File: src/rtl/spi_master_pkg.sv
// Shared types and constants for the parametrised SPI master.
// MODE0..MODE3 encode {cpol, cpha}.
package spi_master_pkg;

  typedef enum logic [2:0] {
    IDLE,
    SETUP,
    SHIFT,
    HOLD,
    GAP,
    DONE
  } state_t;

  localparam logic [1:0] MODE0 = 2'b00;
  localparam logic [1:0] MODE1 = 2'b01;
  localparam logic [1:0] MODE2 = 2'b10;
  localparam logic [1:0] MODE3 = 2'b11;

  function automatic int unsigned clog2(input int unsigned v);
    int unsigned r;
    r = 0;
    for (int unsigned p = 1; p < v; p = p << 1) r++;
    return r;
  endfunction

endpackage

File: src/rtl/spi_sclk_gen.sv
// Half-period timer, sclk register and edge counter for spi_master_gen.
// Edge strobes are combinational and fire in the cycle before sclk toggles.
module spi_sclk_gen
  import spi_master_pkg::*;
#(
  parameter int unsigned DIV_WIDTH = 8,
  parameter int unsigned NUM_EDGES = 112,
  localparam int unsigned EW = clog2(NUM_EDGES + 1)
) (
  input  logic                 clk,
  input  logic                 reset,
  input  logic                 load,
  input  logic                 cpol,
  input  logic [DIV_WIDTH-1:0] div,
  input  logic                 timed,
  input  logic                 toggle,
  output logic                 tick,
  output logic                 lead_edge,
  output logic                 trail_edge,
  output logic                 last_edge,
  output logic                 sclk
);

  logic [DIV_WIDTH-1:0] div_q;
  logic [DIV_WIDTH-1:0] cnt_q;
  logic [EW-1:0]        edge_q;
  logic                 edge_stb;

  assign tick       = timed && (cnt_q == '0);
  assign edge_stb   = tick && toggle;
  // edge_q holds the number of edges already produced; the next one is edge_q+1
  assign lead_edge  = edge_stb && !edge_q[0];
  assign trail_edge = edge_stb && edge_q[0];
  assign last_edge  = edge_stb && (edge_q == EW'(NUM_EDGES - 1));

  always_ff @(posedge clk) begin
    if (reset) begin
      div_q  <= '0;
      cnt_q  <= '0;
      edge_q <= '0;
      sclk   <= 1'b0;
    end else if (load) begin
      div_q  <= div;
      cnt_q  <= div;
      edge_q <= '0;
      sclk   <= cpol;
    end else begin
      if (timed) cnt_q <= tick ? div_q : cnt_q - 1'b1;
      if (edge_stb) begin
        sclk   <= ~sclk;
        edge_q <= edge_q + 1'b1;
      end
    end
  end

endmodule

File: src/rtl/spi_master_gen.sv
// Parametrised SPI master: {header, data_in} shifted MSB first in any
// CPOL/CPHA mode, one-hot active-low selects, read data returned with a pulse.
module spi_master_gen
  import spi_master_pkg::*;
#(
  parameter int unsigned HDR_WIDTH  = 24,
  parameter int unsigned DATA_WIDTH = 32,
  parameter int unsigned NUM_CS     = 4,
  parameter int unsigned DIV_WIDTH  = 8,
  localparam int unsigned CS_W      = (clog2(NUM_CS) > 1) ? clog2(NUM_CS) : 1
) (
  input  logic                  clk,
  input  logic                  reset,
  input  logic                  start,
  output logic                  busy,
  input  logic                  cpol,
  input  logic                  cpha,
  input  logic [DIV_WIDTH-1:0]  div,
  input  logic [CS_W-1:0]       cs_sel,
  input  logic [HDR_WIDTH-1:0]  header,
  input  logic [DATA_WIDTH-1:0] data_in,
  output logic [DATA_WIDTH-1:0] data_out,
  output logic                  out_valid,
  output logic                  sclk,
  output logic [NUM_CS-1:0]     ssn,
  output logic                  mosi,
  input  logic                  miso
);

  localparam int unsigned N = HDR_WIDTH + DATA_WIDTH;

  state_t                state_q, state_d;
  logic                  cpha_q;
  logic [N-1:0]          sreg_q;
  logic [DATA_WIDTH-1:0] shadow_q;
  logic [NUM_CS-1:0]     ssn_sel;
  logic                  accept, timed, toggle;
  logic                  tick, lead_edge, trail_edge, last_edge;
  logic                  sample, advance;

  assign accept    = start && ((state_q == IDLE) || (state_q == DONE));
  assign timed     = state_q inside {SETUP, SHIFT, HOLD, GAP};
  assign toggle    = state_q inside {SETUP, SHIFT};
  assign busy      = timed;
  assign out_valid = (state_q == DONE);

  assign sample  = cpha_q ? trail_edge : lead_edge;
  assign advance = cpha_q ? lead_edge : (trail_edge && !last_edge);

  // The SETUP tick launches edge 1, so edge k lands at 1+k*h and HOLD/GAP
  // each follow the final edge by h cycles; DONE is the out_valid cycle.
  spi_sclk_gen #(
    .DIV_WIDTH (DIV_WIDTH),
    .NUM_EDGES (2 * N)
  ) u_sclk (
    .clk        (clk),
    .reset      (reset),
    .load       (accept),
    .cpol       (cpol),
    .div        (div),
    .timed      (timed),
    .toggle     (toggle),
    .tick       (tick),
    .lead_edge  (lead_edge),
    .trail_edge (trail_edge),
    .last_edge  (last_edge),
    .sclk       (sclk)
  );

  always_ff @(posedge clk) begin
    if (reset) state_q <= IDLE;
    else       state_q <= state_d;
  end

  always_comb begin
    state_d = state_q;
    case (state_q)
      IDLE, DONE: state_d = start ? SETUP : IDLE;
      SETUP:      if (tick) state_d = SHIFT;
      SHIFT:      if (last_edge) state_d = HOLD;
      HOLD:       if (tick) state_d = GAP;
      GAP:        if (tick) state_d = DONE;
      default:    state_d = IDLE;
    endcase
  end

  // Out-of-range cs_sel leaves every select high.
  always_comb begin
    ssn_sel = '1;
    for (int unsigned i = 0; i < NUM_CS; i++) begin
      if (cs_sel == CS_W'(i)) ssn_sel[i] = 1'b0;
    end
  end

  always_ff @(posedge clk) begin
    if (reset) begin
      cpha_q   <= 1'b0;
      sreg_q   <= '0;
      shadow_q <= '0;
      data_out <= '0;
      ssn      <= '1;
      mosi     <= 1'b0;
    end else if (accept) begin
      cpha_q <= cpha;
      ssn    <= ssn_sel;
      if (cpha) begin
        sreg_q <= {header, data_in};
        mosi   <= 1'b0;
      end else begin
        sreg_q <= {header, data_in} << 1;
        mosi   <= header[HDR_WIDTH-1];
      end
    end else begin
      if (advance) begin
        mosi   <= sreg_q[N-1];
        sreg_q <= sreg_q << 1;
      end
      if (sample) shadow_q <= DATA_WIDTH'({shadow_q, miso});
      if ((state_q == HOLD) && tick) begin
        ssn  <= '1;
        mosi <= 1'b0;
      end
      if ((state_q == GAP) && tick) data_out <= shadow_q;
    end
  end

endmodule

File: config.mk
export PLATFORM = sky130hd
export DESIGN_NAME = spi_master_gen
export DESIGN_NICKNAME = d
export VERILOG_FILES = /design/src/rtl/spi_master_pkg.sv /design/src/rtl/spi_sclk_gen.sv /design/src/rtl/spi_master_gen.sv
export SDC_FILE = /design/constraint.sdc
export NUM_CORES = 1
export LEC_CHECK = 0
export ABC_AREA = 1
export BUFFER_PORTS_ARGS = -buffer_cell sky130_fd_sc_hd__clkbuf_2
export CORE_MARGIN = 2
export CORE_UTILIZATION = 40
export CTS_CLUSTER_DIAMETER = 150
export CTS_CLUSTER_SIZE = 28
export DETAILED_ROUTE_END_ITERATION = 12
export MAX_ROUTING_LAYER = met4
export SYNTH_ARGS = -nofsm -noshare
export SYNTH_HDL_FRONTEND = slang
export SYNTH_HIERARCHICAL = 1
export SYNTH_SLANG_ARGS = --single-unit
File: constraint.sdc
create_clock -name clk -period 2.93 [get_ports clk]
set_input_delay 0.586 -clock clk [delete_from_list [all_inputs] [get_ports clk]]
set_output_delay 0.586 -clock clk [all_outputs]
set_load 0.01 [all_outputs]
# Yosys cells after proc, flatten, opt, wreduce, memory -nomap -nowiden
# Index checks and enable logic that the tools add are counted.
# op_classes
add_sub_neg,2
eq_ne,13
mux,26
bitwise_logic,2
n_reduce_logical,27
# ops
cell,n
$mux 56,3
$mux 8,3
$pmux 3 s5,1
$mux 1,13
$mux 3,4
$reduce_bool 2->1,5
$logic_and 1x1->1,9
$logic_not 8->1,1
$mux 4,2
$ne 2x2->1 const B,4
$sub 8x1->8 const B,1
$add 7x1->7 const B,1
$eq 7x7->1 const B,1
$eq 3x2->1 const B,2
$eq 3x3->1 const B,2
$eq 2x2->1 const B,2
$reduce_and 2->1,2
$reduce_and 4->1,1
$reduce_bool 4->1,1
$reduce_or 2->1,2
$eq 3x1->1 const B,1
$logic_not 3->1,1
$reduce_bool 3->1,1
$eq 2x1->1 const B,1
4 further kinds,6
# totals
regBits,153
inputBits,72
out_inout_bits,40
wordCells,81

# Longest topological paths before layout
# depth
depth_word,11
ltp_mapped,23
ltp_nobuf,22

# Modules after synthesis
# Netlist, hierarchy kept.
# modules_own_cells
module,instances,cells_per_inst,area_per_inst_um2,seq_area_each_um2
spi_master_gen,1,975,6238.5,2582.5
spi_sclk_gen,1,217,1416.4,480.5

# Worst setup path before layout
# OpenSTA, ideal clock, no wires.
# synth_path
path_type,reg-to-reg
start,reg state_q[0]
end,reg sreg_q[29]
arrival_time_ns,2.484
slack_ns,0.303
stages_incl_launch_ff,24
synth_period_minus_slack_ns,2.627
cell_sequence,dfxtp_1 inv_1 nor2_1 nand2_1 nand2_1 inv_1 nand2_1 nand2_1 inv_1 nand2_2 nor2_8 nand2_4 nor2_2 nand4_1 nor2_1 inv_1 nand3_1 nand2_1 buf_2 buf_2 nand2_1 nand2_1 nand2_1 a21oi_2
# synth_via
word_cells_on_any_way,20
classes_between,5 x eq/ne; 2 x mux; 13 x reduce/logical
# synth_lines
element,line,source
start: declaration,spi_master_gen.sv:32,"state_t state_q, state_d;"
start signal: assignment,spi_master_gen.sv:72,else state_q <= state_d;
$eq 3x1->1 / $eq 3x2->1 (equally long branches),spi_master_gen.sv:43,"assign toggle = state_q inside {SETUP, SHIFT};"
$reduce_bool 2->1 (*),spi_master_gen.sv:43,
via toggle,spi_master_gen.sv:37,"logic accept, timed, toggle;"
$logic_and 1x1->1 (*),spi_sclk_gen.sv:30,assign edge_stb = tick && toggle;
$logic_and 1x1->1 (*),spi_sclk_gen.sv:34,assign last_edge = edge_stb && (edge_q == EW'(NUM_EDGES - 1));
via last_edge,spi_master_gen.sv:38,"logic tick, lead_edge, trail_edge, last_edge;"
$logic_not 1->1 (*),spi_master_gen.sv:48,assign advance = cpha_q ? lead_edge : (trail_edge && !last_edge);
$logic_and 1x1->1 (*),spi_master_gen.sv:48,
$mux 1 (*),spi_master_gen.sv:48,
$reduce_bool 2->1 (no line) (*),-,
end signal: assignment,spi_master_gen.sv:107,"sreg_q <= {header, data_in};"
end signal: assignment,spi_master_gen.sv:110,"sreg_q <= {header, data_in} << 1;"
end signal: assignment,spi_master_gen.sv:116,sreg_q <= sreg_q << 1;
end: declaration,spi_master_gen.sv:34,logic [N-1:0] sreg_q;
# The timed path passes the listed nets; every way through them passes the cells marked *.
# A chain may end at the register's enable or synchronous reset.

# Final worst setup path
# layout_path
start,reg state_q[0]
end,reg sreg_q[48]
# Same word-level chain as after synthesis.

==> results by group <==
Timing
  • Final count of pins violating max slew: 0
  • Max-slew headroom: 0.602
  • TNS Setup: 0 ps
  • Unrepaired setup endpoints after global routing: no
  • Final min period: roughly 2600 ps
  • Fmax: between 300 and 400 MHz
  • Final period utilization: 0.873
  • Worst clock skew: 11.4 ps
  • Endpoints failing hold: 0
  • Worst slew pin tran: slightly below 600 ps
  • Final setup fails: 0

Clocking
  • Depth of the CTS H-tree: 4
  • TritonCTS Buffers: 17
  • Post-cts gate resize count: 0
  • Sink Count: ~150
  • Post-CTS Setup Inserts: 0
  • Clock-pin slew on the worst setup and hold paths: 70 ps
  • Root buf cell: clkbuf_16
  • Cts hold-fix bufs: 0
  • CTS max path bufs: 2
  • CTS tree: built
  • Clk_lat worst skew: around 420 ps

Synthesis
  • Avg Cell Area, Syn: between 6 and 7 sq um
  • Mapped cell area: roughly 0.0077 sq mm
  • Register area share after synthesis: 0.400
  • Post-synth EDFFs: 0
  • FF+latch count, synth: between 150 and 200
  • Synth top area share: 0.400
  • Synth cell types: 33
  • Post-synth top cells: nand2_1 (491), dfxtp_1 (153), nand3_1 (118)
  • Syn Nets: 1267
  • Main synth FF type: dfxtp_1
  • Cell taking the most area after synthesis: dfxtp_1
  • Ys Warns: 6
  • Gate Count Post-Synth: between 1000 and 1500
  • Most numerous cell in the Yosys netlist: nand2_1
  • Top post-synthesis cells by area: dfxtp_1 (40%), nand2_1 (24%), nand3_1 (7.7%), a21oi_1 (6.7%), nor2_1 (4.6%)
  • Ys async rst share: 0

Finish
  • Finished Core Util: 0.473
  • Layout overhead on the synthesized area: 16.0%
  • Design area: between 0.008 and 0.009 sq mm
  • Final Net Count: around 1300
  • Layout filler cell count: ~2000
  • Share of cells above drive strength 1: 0.157

Placement
  • Final RePlAce weighted congestion: 0.826
  • Buffers added on ports: between 100 and 150
  • Dpl cell area: between 0.008 and 0.009 sq mm
  • Detailed placement HPWL: 12000 um

Outcome
  • Status: complete, no violations

Run
  • MaxCap Viol Count: 0

Die
  • Die area: 0.0203 sq mm
  • Die Y-Extent: between 100 and 150 um
  • Die X: about 140 um
  • Core area: ~0.019 sq mm
  • I/O Pins: about 110
  • Initial Utilization: 0.408
  • FP Rows: 50

Route
  • Routed len/inst: ~13 um
  • DR iter-0 viols: 448
  • Post-Route WL: 18900 um
  • First-pass DRT Iterations: 5
  • DRC viols: 0
  • DR vias: 7353
  • Avg Vias per Cell: roughly 4.9
  • Antenna Violating Nets Remaining: 0

Power and ir drop
  • LEAKAGE: just over 4 nW
  • Peak supply drop: 0.430 mV
  • PwrDens: ~750 mW/mm^2

Worst hold path
  • Min-Delay Path Class: primary input to flip-flop

Critical path
  • Setup crit end kind: flip-flop
  • Crit path launch type: flip-flop
  • WS Path Type: flip-flop to flip-flop
  • Req. time, crit path: 3300 ps
  • WP data arrival: 2930 ps
  • Crit Path Max Fanout: 57

GRT
  • GRT Resource Usage Total: 0.194
  • Vias in the first global route: ~6600
  • First-pass GRT wire length: approximately 31000 um
  • Global route overflow: 0
  • Largest net degree at the start of global routing: 58
  • Initial antenna violation count: 1
## cell type report
| cell class | count | area, sq um | share of cell area |
|---|---|---|---|
| Clock buffer | 18 | 439 | 0.0495 |
| Antenna cell | 1 | 2.50 | 0.000282 |
| Clock inverter | 14 | 111 | 0.0125 |
| Multi-Input combinational cell | 899 | 3960 | 0.446 |
| Inverter | 62 | 233 | 0.0262 |
| Tap cell | 234 | 293 | 0.0330 |
| Sequential cell | 153 | 3060 | 0.345 |
| Timing Repair Buffer | 131 | 776 | 0.0873 |
## cell families (layout without fill, tap and decap cells)
group,count (synthesis),count (layout),synth area share
adder cells (fa/ha/maj),3,3,0.00490
other,0,1,0
buffers and inverters,140,225,0.0843
AND/OR/NAND/NOR,722,722,0.386
XOR/XNOR,5,5,0.00572
AO/OA/AOI/OAI,169,169,0.119
flip-flops,153,153,0.400
## per-stage QoR
stage	hold slack [ps]	setup slack [ps]	power [W]	std cells
after floorplan	446	303	0.00421	1192
after global placement	447	176	0.00466	1478
after detailed placement	448	99.3	0.00467	1478
after CTS	412	87.1	0.00674	1510
after global routing	434	51.7	0.00718	1512
final	421	373	0.00668	1512
## path summary, 6_finish.rpt
check	from	to	slack, ps	depth (start not counted)
max reg2reg	state_q[0]	sreg_q[48]	370	23
min	div[0]	u_sclk/div_q[0]	420	3
min reg2reg	ssn[3]	ssn[3]	460	2
max	state_q[0]	sreg_q[48]	370	23
## critical path: stages (launching register included)
cell,delay (ps)
dfxtp_1,390
inv_1,110
nor2_4,130
nand2_1,60
nand2_1,150
inv_1,70
nand2_1,80
nand2_1,50
inv_1,60
nand2_2,80
nor2_8,110
nand2_4,70
nor2_2,80
nand4_1,70
nor2_1,100
inv_1,80
nand3_2,160
nand2_2,80
buf_12,190
inv_1,100
nand3_1,80
nand3_1,90
nand2_1,50
inv_1,60
## report_power, final
part | internal [W] | switching, W | leakage, nW
combinational | 0.000696 | 0.00132 | 2.60
clock | 0.00112 | 0.000929 | 0.275
sequential | 0.00240 | 0.000208 | 1.24
## layer usage
| metal | up-vias | part of all wire | GRT usage |
|---|---|---|---|
| li1 | 3933 | - | - |
| met1 | 3285 | 0.48 | 0.246 |
| met2 | 123 | 0.47 | 0.314 |
| met3 | 12 | 0.042 | 0.0427 |
| met4 | 0 | 0.010 | 0.0495 |
| met5 | - | 0 | - |
## state kept, by name, indices dropped and copies added, names as in the netlist
| signal | cells |
|---|---|
| shadow_q | 32 |
| u_sclk/div_q | 8 |
| state_q | 3 |
| sreg_q | 56 |
| u_sclk/cnt_q | 8 |
| cpha_q | 1 |
| u_sclk/edge_q | 7 |
| ssn | 4 |
| u_sclk/sclk | 1 |
| data_out | 32 |
| mosi | 1 |
## layout by cell type, fill, tap and decap left out, types with 3 or more instances in the layout
master / netlist / layout
buf_4: 7 / 16
nor2_2: 3 / 3
clkbuf_2: 0 / 110
xor2_1: 3 / 3
inv_6: 0 / 4
a21oi_2: 10 / 10
nor2_1: 94 / 93
dfxtp_1: 153 / 153
clkinv_4: 0 / 3
a21oi_1: 102 / 102
o21ai_0: 35 / 35
nand4_1: 4 / 4
inv_1: 55 / 54
ha_1: 3 / 3
clkbuf_16: 0 / 18
o21ai_1: 9 / 9
nand2_2: 3 / 5
nand2_1: 491 / 489
clkinv_2: 0 / 4
nand2_4: 3 / 3
buf_12: 0 / 4
a21boi_0: 6 / 6
o22ai_1: 5 / 5
nand3_1: 118 / 117
inv_2: 6 / 7
(Power assumes the default switching activity.)
